==> config.mk <==
export PLATFORM = sky130hd
export DESIGN_NAME = time_setter
export DESIGN_NICKNAME = d
export VERILOG_FILES = /design/src/rtl/time_setter.sv
export SDC_FILE = /design/constraint.sdc
export NUM_CORES = 1
export LEC_CHECK = 0
export CAP_MARGIN = 0
export CORE_UTILIZATION = 29
export DETAILED_ROUTE_END_ITERATION = 16
export PLACE_DENSITY = 0.54
export SLEW_MARGIN = 20
export SYNTH_ARGS = -nofsm -noshare
export SYNTH_HDL_FRONTEND = slang
export SYNTH_SLANG_ARGS = --single-unit
==> constraint.sdc <==
create_clock -name clk -period 6.3 [get_ports clk]
set_clock_uncertainty 0.2 [all_clocks]
set_input_delay 1.26 -clock clk [delete_from_list [all_inputs] [get_ports clk]]
set_output_delay 1.26 -clock clk [all_outputs]
set_load 0.005 [all_outputs]
==> src/rtl/time_setter.sv <==
// time_setter: front-panel input block for the clock.
//
// Debounces the raw mode/increment buttons, runs the field-select state
// machine (RUN -> SET_HOUR -> SET_MIN -> SET_SEC -> RUN), edits shadow copies
// of the time and issues a one-cycle load when editing ends. Also drives a
// per-digit blank mask so the display can blink the field being edited.
//
// Ports:
//   clk       system clock, rising edge
//   rst_neg   synchronous active-low reset
//   btn_mode  raw mode button, asynchronous, active-low
//   btn_inc   raw increment button, asynchronous, active-low
//   sec_in    current seconds (0-59)
//   min_in    current minutes (0-59)
//   hour_in   current hours (0-23)
//   set_sec   seconds value to load
//   set_min   minutes value to load
//   set_hour  hours value to load
//   load      one-cycle pulse, time counter copies set_*
//   editing   high while in any SET_* state
//   blank     digit blank mask, 1 = blank; [1:0] sec, [3:2] min, [5:4] hour

// One button: 2-flop synchronizer, debouncer and registered press pulse.
module time_setter_button #(
  parameter int DEBOUNCE_CYCLES = 65536
) (
  input  logic clk,
  input  logic rst_neg,
  input  logic raw,
  output logic press
);

  localparam int CNT_W = (DEBOUNCE_CYCLES > 1) ? $clog2(DEBOUNCE_CYCLES) : 1;
  localparam logic [CNT_W-1:0] CNT_MAX = CNT_W'(DEBOUNCE_CYCLES - 1);

  logic             sync_p0;
  logic             sync_p1;
  logic             level;
  logic             level_d;
  logic [CNT_W-1:0] cnt;

  // Synchronizer: raw button into the clock domain.
  always_ff @(posedge clk) begin
    if (!rst_neg) begin
      sync_p0 <= 1'b1;
      sync_p1 <= 1'b1;
    end else begin
      sync_p0 <= raw;
      sync_p1 <= sync_p0;
    end
  end

  // Debouncer: the accepted level only moves after the synced level has
  // disagreed with it for DEBOUNCE_CYCLES consecutive cycles; any cycle of
  // agreement restarts the count.
  always_ff @(posedge clk) begin
    if (!rst_neg) begin
      level <= 1'b1;
      cnt   <= '0;
    end else if (sync_p1 == level) begin
      cnt <= '0;
    end else if (cnt == CNT_MAX) begin
      level <= sync_p1;
      cnt   <= '0;
    end else begin
      cnt <= cnt + CNT_W'(1);
    end
  end

  // Press pulse: registered 1->0 transition of the debounced level.
  always_ff @(posedge clk) begin
    if (!rst_neg) begin
      level_d <= 1'b1;
      press   <= 1'b0;
    end else begin
      level_d <= level;
      press   <= level_d & ~level;
    end
  end

endmodule

module time_setter #(
  parameter int DEBOUNCE_CYCLES = 65536,
  parameter int BLINK_BIT       = 24
) (
  input  logic       clk,
  input  logic       rst_neg,
  input  logic       btn_mode,
  input  logic       btn_inc,
  input  logic [5:0] sec_in,
  input  logic [5:0] min_in,
  input  logic [4:0] hour_in,
  output logic [5:0] set_sec,
  output logic [5:0] set_min,
  output logic [4:0] set_hour,
  output logic       load,
  output logic       editing,
  output logic [5:0] blank
);

  localparam int BLINK_W = BLINK_BIT + 1;

  typedef enum logic [1:0] {
    RUN      = 2'd0,
    SET_HOUR = 2'd1,
    SET_MIN  = 2'd2,
    SET_SEC  = 2'd3
  } state_t;

  state_t               state;
  state_t               state_next;
  logic [4:0]           hour_next;
  logic [5:0]           min_next;
  logic [5:0]           sec_next;
  logic                 load_next;
  logic                 mode_press;
  logic                 inc_press;
  logic [BLINK_W-1:0]   blink_cnt;

  time_setter_button #(.DEBOUNCE_CYCLES(DEBOUNCE_CYCLES)) u_btn_mode (
    .clk     (clk),
    .rst_neg (rst_neg),
    .raw     (btn_mode),
    .press   (mode_press)
  );

  time_setter_button #(.DEBOUNCE_CYCLES(DEBOUNCE_CYCLES)) u_btn_inc (
    .clk     (clk),
    .rst_neg (rst_neg),
    .raw     (btn_inc),
    .press   (inc_press)
  );

  // Wrapping increments; anything already at or past the top of its range
  // (including out-of-range captured values) wraps to zero.
  function automatic logic [4:0] inc_hour(input logic [4:0] v);
    return (v >= 5'd23) ? 5'd0 : v + 5'd1;
  endfunction

  function automatic logic [5:0] inc_sixty(input logic [5:0] v);
    return (v >= 6'd59) ? 6'd0 : v + 6'd1;
  endfunction

  // Next-state and shadow-register logic. Mode has priority over inc when
  // both press pulses arrive in the same cycle.
  always_comb begin
    state_next = state;
    hour_next  = set_hour;
    min_next   = set_min;
    sec_next   = set_sec;
    load_next  = 1'b0;

    if (mode_press) begin
      case (state)
        RUN: begin
          state_next = SET_HOUR;
          hour_next  = hour_in;
          min_next   = min_in;
          sec_next   = sec_in;
        end
        SET_HOUR: state_next = SET_MIN;
        SET_MIN:  state_next = SET_SEC;
        SET_SEC: begin
          state_next = RUN;
          load_next  = 1'b1;
        end
        default:  state_next = RUN;
      endcase
    end else if (inc_press) begin
      case (state)
        SET_HOUR: hour_next = inc_hour(set_hour);
        SET_MIN:  min_next  = inc_sixty(set_min);
        SET_SEC:  sec_next  = inc_sixty(set_sec);
        default:  ;
      endcase
    end
  end

  // load is registered on the same edge that returns the state to RUN, so it
  // is high exactly during the first RUN cycle. A reset clears it, so an
  // abandoned edit never loads.
  always_ff @(posedge clk) begin
    if (!rst_neg) begin
      state    <= RUN;
      set_hour <= 5'd0;
      set_min  <= 6'd0;
      set_sec  <= 6'd0;
      load     <= 1'b0;
    end else begin
      state    <= state_next;
      set_hour <= hour_next;
      set_min  <= min_next;
      set_sec  <= sec_next;
      load     <= load_next;
    end
  end

  // Free-running blink counter; only its top bit is used.
  always_ff @(posedge clk) begin
    if (!rst_neg) begin
      blink_cnt <= '0;
    end else begin
      blink_cnt <= blink_cnt + BLINK_W'(1);
    end
  end

  always_comb begin
    editing = (state != RUN);
    blank   = 6'b000000;
    if (blink_cnt[BLINK_BIT]) begin
      case (state)
        SET_HOUR: blank = 6'b110000;
        SET_MIN:  blank = 6'b001100;
        SET_SEC:  blank = 6'b000011;
        default:  blank = 6'b000000;
      endcase
    end
  end

endmodule

==> out/qor.yml, run 1 <==
critical_path:
  critPathMaxStageDelay_ns: 0.54
  crit_arrival_ns: 3.15
  path_class: "in -> reg"
  crit_top_cell: "buf_4"
  path_delay_family: "buffers and inverters"
  slowest_stage: "or4_1"
  end_kind: "register"
  critPathLaunchType: "primary input"
  worst-path-buf-inv: 4
  critPathRequiredTime_ns: 6.33
  worstPathMaxFanout: 28
  path_cells: "clkdlybuf4s50_1 > buf_4 > inv_1 > buf_4 > or4_1 > o21a_1"
grt:
  grt_max_degree: 34
  antenna_found_initial: 0
  grt_usage: 0.1231
  grt_pass1_wl_um: 14230
  grt_overflow: 0
  first_global_vias: 3220
sta:
  max_freq_ghz: 0.3207
  setup_viol: 0
  fin_ws_ns: 3.182
  min_period_ns: 3.118
  max_slew_margin: 0.3456
  setup_tns_ns: 0
  hold_viol: 0
  rsz0062_at_grt: "no"
  hold_ws_ns: 0.2102
  period_share: 0.4949
  slew_violations: 0
  tightest_slew_ns: 0.9757
layout:
  insertedDiodeCount: 0
  finish.utilization: 0.3637
  final_common_cell: "dfxtp_1"
  final_area_um2: 4836
  syn_to_final_growth_pct: 21.81
  nets: 531
  drive_gt1_frac: 0.05378
  mostFrequentLayoutCells: "87 x dfxtp_1, 54 x nor2_1, 45 x clkdlybuf4s50_1, 28 x nand3_1"
detailed_routing:
  drt_pass1_iterations: 4
  drc: 0
  drt_iter0_markers: 164
  wirelength_um: 8224
  ant_nets: 0
  drt-vias-per-instance: 4.850
  wire_per_inst_um: 12.13
  num_vias: 3288
synth:
  avgSynthCellArea_um2: 8.649
  synth_warnings: 0
  syn-cell-area_um2: 3970
  syn_nets: 492
  yosysTopAreaCell: "dfxtp_1"
  yosys_register_bits: 87
  synthCells: 459
  synth_top_area_share: 0.4387
  async_reset_ff_frac: 0
  synth-edff-count: 0
  synth_flop_cell: "dfxtp_1"
  synth.area.top_cells: "dfxtp_1 44%, nor2_1 5.1%, xnor2_1 4.4%"
  synth_seq_area_share: 0.4387
  yosysUniqueCellTypes: 44
placed_design:
  gp_congestion: 0.7541
  dp_hpwl_um: 5793
  io_buffers: 45
  place_area_um2: 4571
  place_ws_ns: 2.811
floorplanning:
  dieHeight_um: 119.0
  die_w_um: 119.0
  initial_core_util: 0.2986
  die_area_um2: 14160
  core_um2: 13300
  boundaryPins: 46
  rows: 42
clocking:
  ctsHoldBuffers: 0
  clk_pin_slew_ns: 0.06
  worst_skew_pair.late_latency_ns: 0.34
  cts-resized-gates: 0
  cts_root_buf: "clkbuf_16"
  clk_path_buf_depth: 2
  cts_made_buffers: 9
  cts_setup_buffers: 0
  htree_levels: 3
  cts_sinks: 87
  cts_tree: "done"
flow_run:
  maxCapViolations: 0
pwr:
  ir_drop_mv: 0.1478
  power-per-cell-area_nw_per_um2: 220.7
  power_leakage_nw: 1.589
worst_hold_path:
  hold_class: "reg -> reg"
run_status:
  status: "finished, final reports clean"
==> synthesized netlist by cell type, drive strengths merged, types with 10 or more instances <==
cell     n
a21oi   27
nand3   29
dfxtp   87
clkbuf  12
ha      12
nor2    54
or3     14
xor2    19
inv     19
o21ai   24
and2    10
nand4   15
xnor2   20
nand2   27
==> sequential cells by signal, indices dropped and copies added, names as in the netlist <==
name	count
u_btn_mode.sync_p0	1
set_min	6
state	2
u_btn_inc.press	1
u_btn_mode.cnt	16
load	1
u_btn_inc.cnt	16
u_btn_mode.press	1
blink_cnt	25
set_sec	6
u_btn_mode.level_d	1
u_btn_inc.sync_p0	1
u_btn_inc.level_d	1
u_btn_mode.sync_p1	1
u_btn_inc.sync_p1	1
set_hour	5
u_btn_mode.level	1
u_btn_inc.level	1
==> logic make-up (layout without fill, tap and decap cells) <==
family / count (synthesis) / in the layout / share of synthesized area
XOR/XNOR: 39 / 39 / 0.08604
flip-flops: 87 / 87 / 0.4387
AO/OA/AOI/OAI: 85 / 85 / 0.1355
AND/OR/NAND/NOR: 194 / 194 / 0.2528
multiplexers: 3 / 3 / 0.007879
buffers and inverters: 39 / 82 / 0.04129
adder cells (fa/ha/maj): 12 / 12 / 0.03782
==> worst paths after layout <==
check | slack (ns) | start | cells past startpoint | end
max | 3.18 | rst_neg | 6 | u_btn_mode.level
min reg2reg | 0.21 | u_btn_inc.sync_p0 | 1 | u_btn_inc.sync_p1
min | 0.21 | u_btn_inc.sync_p0 | 1 | u_btn_inc.sync_p1
max reg2reg | 3.93 | u_btn_inc.cnt[0] | 5 | u_btn_inc.cnt[9]
==> cell type report <==
cell class / instances / area [um2]
Clock buffer: 11 / 242.7
Clock inverter: 4 / 22.52
Fill cell: 1362 / 8459
Inverter: 19 / 71.32
Multi-Input combinational cell: 333 / 2064
Sequential cell: 87 / 1742
Tap cell: 176 / 220.2
Timing Repair Buffer: 48 / 473.0
==> power by group <==
part           switching, mW  internal, mW  leakage, nW
clock network          0.203         0.273        0.131
logic                 0.0138        0.0178        0.755
registers            0.00439         0.555        0.703
total                  0.221         0.846         1.59
==> layer usage <==
layer | share of wire | vias up | global-route usage
met5 | 0 | - | 0
met3 | 0.038 | 4 | 0.04167
met2 | 0.47 | 49 | 0.2093
met4 | 0.0052 | 0 | 0.03956
met1 | 0.48 | 1533 | 0.1444
li1 | - | 1702 | -
==> stage by stage <==
stage               std cells  total power [mW]
floorplan                 459            0.5830
global placement          663            0.6027
detailed placement        663            0.6033
CTS                       678             1.089
global route              678             1.113
finish                    678             1.067
==> worst reg2reg max path, stage by stage, from the launching register on <==
cell	delay, ns
dfxtp_1	0.39
ha_1	0.22
and4_1	0.32
nand2_1	0.14
o31ai_2	0.84
nor2_1	0.12
(Power assumes the default switching activity.)
==> inputs of run 2 (changes only) <==
--- a/config.mk
+++ b/config.mk
@@ -8,7 +8,7 @@
 export CAP_MARGIN = 0
 export CORE_UTILIZATION = 29
 export DETAILED_ROUTE_END_ITERATION = 16
-export PLACE_DENSITY = 0.54
+export PLACE_DENSITY = 0.55
 export SLEW_MARGIN = 20
 export SYNTH_ARGS = -nofsm -noshare
 export SYNTH_HDL_FRONTEND = slang
==> constraint.sdc (replaced) <==
create_clock -name clk -period 2.59 [get_ports clk]
set_clock_uncertainty 0.2 [all_clocks]
set_input_delay 0.518 -clock clk [delete_from_list [all_inputs] [get_ports clk]]
set_output_delay 0.518 -clock clk [all_outputs]
set_load 0.005 [all_outputs]
==> run 2 against run 1 <==
Against the previous run: total power rose to 2.7 times the previous value; sequential cell count is the same; critical endpoint is now blank[2]; clock-buffer cell count shrank 2; utilization grew 0.88 points; final cell count increased by 0.88%; register-to-register slack got worse by 3.5 ns; via count increased by 0.24%; non-clock buffer count up 5; routed wire length grew 1.9%; first-iteration DRC count rose by 19%.
==> out/qor.yml, run 2 (same netlist as run 1, synthesis figures left out) <==
pwr:
  finalPower_mw: 2.917
  power_leakage_nw: 1.641
  ir_drop_mv: 0.4523
  power-per-cell-area_nw_per_um2: 589.1
clocking:
  cts_tree: "done"
  worst_skew_pair.late_latency_ns: 0.34
  clk_pin_slew_ns: 0.06
  ctsHoldBuffers: 0
  cts_made_buffers: 9
  cts_sinks: 87
  cts-resized-gates: 0
  cts_setup_buffers: 0
  htree_levels: 3
  clk_path_buf_depth: 2
  cts_root_buf: "clkbuf_16"
placed_design:
  place_area_um2: 4608
  io_buffers: 45
  place_inst: 668
  gp_congestion: 0.7842
  dp_hpwl_um: 5874
layout:
  reg_top3: "blink_cnt x25, u_btn_inc.cnt x16, u_btn_mode.cnt x16"
  finalNonFillerCells: 684
  seqCellArea_um2: 1742
  largest_reg_flops: 25
  insertedDiodeCount: 0
  multi_input_area_um2: 2064
  drive_gt1_frac: 0.06693
  nFillCells: 1339
  nets: 536
  final_area_um2: 4952
  syn_to_final_growth_pct: 24.74
  final_common_cell: "dfxtp_1"
  mostFrequentLayoutCells: "87 x dfxtp_1, 54 x nor2_1, 45 x clkdlybuf4s50_1, 28 x nand3_1"
  largest-register: "blink_cnt"
sta:
  rsz0062_at_grt: "no"
  tightest_slew_ns: 0.5854
  setup_viol: 0
  period_share: 0.9207
  max_slew_margin: 0.6098
  hold_viol: 0
  max_freq_ghz: 0.4194
  min_period_ns: 2.385
  slew_violations: 0
  setup_tns_ns: 0
floorplanning:
  die_area_um2: 14160
  rows: 42
  die_w_um: 119.0
  boundaryPins: 46
  core_um2: 13300
  dieHeight_um: 119.0
  initial_core_util: 0.2986
grt:
  grt_pass1_wl_um: 14580
  first_global_vias: 3179
  grt_max_degree: 32
  grt_usage: 0.1264
  grt_overflow: 0
  antenna_found_initial: 0
critical_path:
  rr_worst_depth: 5
  crit_arrival_ns: 1.67
  critPathMaxStageDelay_ns: 0.44
  path_class: "reg -> out"
  critPathLaunchType: "register"
  worstPathMaxFanout: 5
  r2r-end: "u_btn_mode.cnt[6]"
  end_kind: "primary output"
  r2r-start: "u_btn_mode.cnt[0]"
  r2r_setup_slack_ns: 0.45
  critPathRequiredTime_ns: 1.87
  path_cells: "inv_1 > ha_1 > and2_1 > clkdlybuf4s50_1"
  slowest_stage: "clkdlybuf4s50_1"
detailed_routing:
  drt-vias-per-instance: 4.819
  ant_nets: 0
  drt_pass1_iterations: 4
  drt_iter0_markers: 195
  num_vias: 3296
  wire_per_inst_um: 12.26
  wirelength_um: 8384
  drc: 0
worst_hold_path:
  hold_class: "reg -> reg"
  hold_path_depth: 2
  min_from: "u_btn_mode.level_d"
  min_to: "u_btn_mode.press"
run_status:
  status: "finished, final reports clean"
flow_run:
  maxCapViolations: 0
run 2: cell count changes in the layout (fill, tap and decap cells not counted):
cell / delta
buf_4: +5
bufinv_16: +3
clkbuf_1: -1
clkbuf_8: -1
clkinv_2: -2
clkinvlp_4: +1
inv_6: +1
run 2: layout make-up:
type,count,area share
Clock inverter,7,0.02400
Sequential cell,87,0.3517
Multi-Input combinational cell,333,0.4169
Timing Repair Buffer,53,0.1031
Tap cell,176,0.04447
Clock buffer,9,0.04548
Inverter,19,0.01440
run 2: worst max-delay path by stage:
stage	start	endpoint	slack [ns]	depth (start not counted)
6_report	state[0]	blank[2]	0.21	4
5_1_grt	state[0]	blank[2]	0.10	4
3_5_place_dp	rst_neg	set_hour[0]	0.33	5
2_1_floorplan	u_btn_mode.cnt[0]	u_btn_mode.level	0.57	5
3_3_place_gp	rst_neg	u_btn_mode.level	0.41	4
4_1_cts	state[0]	blank[2]	0.17	4
run 2: per-stage QoR:
stage	util	setup WS [ns]	hold slack [ns]
floorplan	-	0.5699	0.1863
CTS	0.3725	0.1684	0.2107
detailed placement	0.3466	0.3324	0.1984
global placement	0.3466	0.4098	0.1987
global route	0.3725	0.1030	0.2412
finish	0.3725	0.2055	0.2105
run 2: power by group:
part / switching (mW) / total (mW) / internal, mW
logic: 0.0336 / 0.0784 / 0.0448
registers: 0.0106 / 1.36 / 1.35
clock network: 0.536 / 1.48 / 0.943
total: 0.581 / 2.92 / 2.34
run 2: per-layer routing:
metal / track usage / share of wire / up-vias
met4: 0.04114 / 0.0089 / 0
met3: 0.04310 / 0.039 / 7
met1: 0.1541 / 0.49 / 1527
li1: - / - / 1709
met5: 0 / 0 / -
met2: 0.2075 / 0.46 / 53
run 2: critical path: cells and delay by family, from the launching register on:
family	cells	cell delay [ns]
DFF	1	0.40
adders and majority gates	1	0.22
and+or+nand+nor	1	0.17
buffers and inverters	2	0.54
==> inputs of run 3 (changes only) <==
--- a/config.mk
+++ b/config.mk
@@ -8,7 +8,8 @@
 export CAP_MARGIN = 0
 export CORE_UTILIZATION = 29
 export DETAILED_ROUTE_END_ITERATION = 16
-export PLACE_DENSITY = 0.55
+export DONT_BUFFER_PORTS = 1
+export PLACE_DENSITY = 0.51
 export SLEW_MARGIN = 20
 export SYNTH_ARGS = -nofsm -noshare
 export SYNTH_HDL_FRONTEND = slang
==> run 3 against run 2 <==
Against the previous run: final cell count shrank 6.3%; cell area decreased by 9.2%; highest routed layer unchanged; global-route usage decreased by 0.54 points; register-to-register slack worse by 0.02 ns; die area stayed put; utilization down 3.4 points; via count shrank 4.4%; maximum frequency grew 10%; combinational power fell by 53%; first-iteration DRC count shrank 51%; sequential share of layout area increased by 3.6 points.
==> out/qor.yml, run 3 (same netlist as run 1, synthesis figures left out) <==
floorplanning:
  core_um2: 13300
  die_w_um: 119.0
  initial_core_util: 0.2986
  die_area_um2: 14160
  dieHeight_um: 119.0
  rows: 42
  boundaryPins: 46
clocking:
  cts_tree: "done"
  ctsHoldBuffers: 0
  worst_skew_pair.late_latency_ns: 0.33
  clk_pin_slew_ns: 0.06
  cts_made_buffers: 9
  cts_sinks: 87
  cts_root_buf: "clkbuf_16"
  htree_levels: 3
  cts_setup_buffers: 0
  clk_path_buf_depth: 2
  cts-resized-gates: 0
sta:
  setup_tns_ns: 0
  max_slew_margin: 0.6278
  hold_viol: 0
  slew_violations: 0
  min_period_ns: 2.158
  period_share: 0.8334
  rsz0062_at_grt: "no"
  tightest_slew_ns: 0.5584
  max_freq_ghz: 0.4633
  setup_viol: 0
critical_path:
  rr_worst_depth: 5
  startpoint: "u_btn_mode.cnt[0]"
  critPathRequiredTime_ns: 2.62
  r2r-end: "u_btn_mode.level"
  r2r-start: "u_btn_mode.cnt[0]"
  r2r_setup_slack_ns: 0.43
  end_kind: "register"
  critPathLaunchType: "register"
  worstPathMaxFanout: 6
  path_class: "reg -> reg"
  crit_arrival_ns: 2.19
layout:
  largest_reg_flops: 25
  mostFrequentLayoutCells: "87 x dfxtp_1, 54 x nor2_1, 28 x nand3_1, 27 x nand2_1, 27 x a21oi_1"
  reg_top3: "blink_cnt x25, u_btn_inc.cnt x16, u_btn_mode.cnt x16"
  syn_to_final_growth_pct: 13.24
  nFillCells: 1375
  largest-register: "blink_cnt"
  final_common_cell: "dfxtp_1"
  nets: 493
  drive_gt1_frac: 0.07742
  insertedDiodeCount: 0
detailed_routing:
  wirelength_um: 8111
  dr_wl_met3_um: 321
  drc: 0
  met2_length_um: 3754
  topRoutingLayerUsed: "met4"
  drt-vias-per-instance: 4.916
  num_vias: 3151
  wire_per_inst_um: 12.65
  drt_pass1_iterations: 6
  drt-met1-wl_um: 3907
  drt_iter0_markers: 96
  ant_nets: 0
pwr:
  power_leakage_nw: 1.489
  ir_drop_mv: 0.3014
  power-per-cell-area_nw_per_um2: 618.0
  finalPower_mw: 2.778
flow_run:
  maxCapViolations: 0
worst_hold_path:
  hold_class: "in -> reg"
  min_from: "rst_neg"
  hold_path_depth: 1
  min_to: "u_btn_mode.sync_p1"
placed_design:
  gp_congestion: 0.8043
  dp_hpwl_um: 5704
  io_buffers: 0
grt:
  grt_usage: 0.1210
  first_global_vias: 3012
  grt_overflow: 0
  antenna_found_initial: 0
  grt_pass1_wl_um: 13810
  grt_max_degree: 29
run_status:
  status: "finished, final reports clean"
## run 3: cell count changes in the layout (fill, tap and decap cells not counted), sizes merged
| cell | before | now |
|---|---|---|
| buf | 8 | 10 |
| clkinv | 1 | 4 |
| bufinv | 3 | 2 |
| clkbuf | 9 | 10 |
| clkdlybuf4s50 | 45 | 0 |
| inv | 20 | 19 |
| clkinvlp | 2 | 0 |
## run 3: per-stage QoR
stage / setup slack, ns / cells / hold WS, ns / utilization / instance area [um2]
floorplan: 0.5699 / 459 / 0.1863 / - / 3970
global placement: 0.4670 / 625 / 0.1986 / 0.3139 / 4173
detailed placement: 0.4439 / 625 / 0.2034 / 0.3139 / 4173
CTS: 0.4380 / 641 / 0.04785 / 0.3381 / 4496
global route: 0.2558 / 641 / 0.04567 / 0.3381 / 4496
finish: 0.4316 / 641 / 0.06373 / 0.3381 / 4496
## run 3: how the worst max path moves through the flow
stage                  endpoint  slack (ns)  cells past startpoint
2_1_floorplan  u_btn_mode.level        0.57                      5
3_3_place_gp   u_btn_mode.level        0.47                      5
3_5_place_dp   u_btn_mode.level        0.44                      5
4_1_cts        u_btn_mode.level        0.44                      5
5_1_grt              set_sec[2]        0.26                      6
6_report       u_btn_mode.level        0.43                      5
## run 3: metal layers
layer	vias to the layer above	track usage
met5	-	0
met4	0	0.05063
met3	11	0.04119
met2	50	0.1980
met1	1468	0.1437
li1	1622	-
## run 3: where the power goes
part	internal, mW	leakage (nW)	switching (mW)
clock	0.867	0.162	0.513
combinational	0.0139	0.624	0.0230
sequential	1.35	0.703	0.0124
total	2.23	1.49	0.548
## run 3: worst max-delay path: stages, from the launching register on
cell and delay [ns]:
dfxtp_1 0.38, ha_1 0.22, nand4_1 0.22, or4_4 0.51
or4_1 0.42, o21a_1 0.11
## run 3: cell type report
| type | instances | area [um2] | share of cell area |
|---|---|---|---|
| Sequential cell | 87 | 1742 | 0.3874 |
| Clock inverter | 6 | 83.83 | 0.01865 |
| Inverter | 19 | 71.32 | 0.01586 |
| Timing Repair Buffer | 10 | 75.07 | 0.01670 |
| Multi-Input combinational cell | 333 | 2064 | 0.4592 |
| Tap cell | 176 | 220.2 | 0.04898 |
| Clock buffer | 10 | 239.0 | 0.05316 |
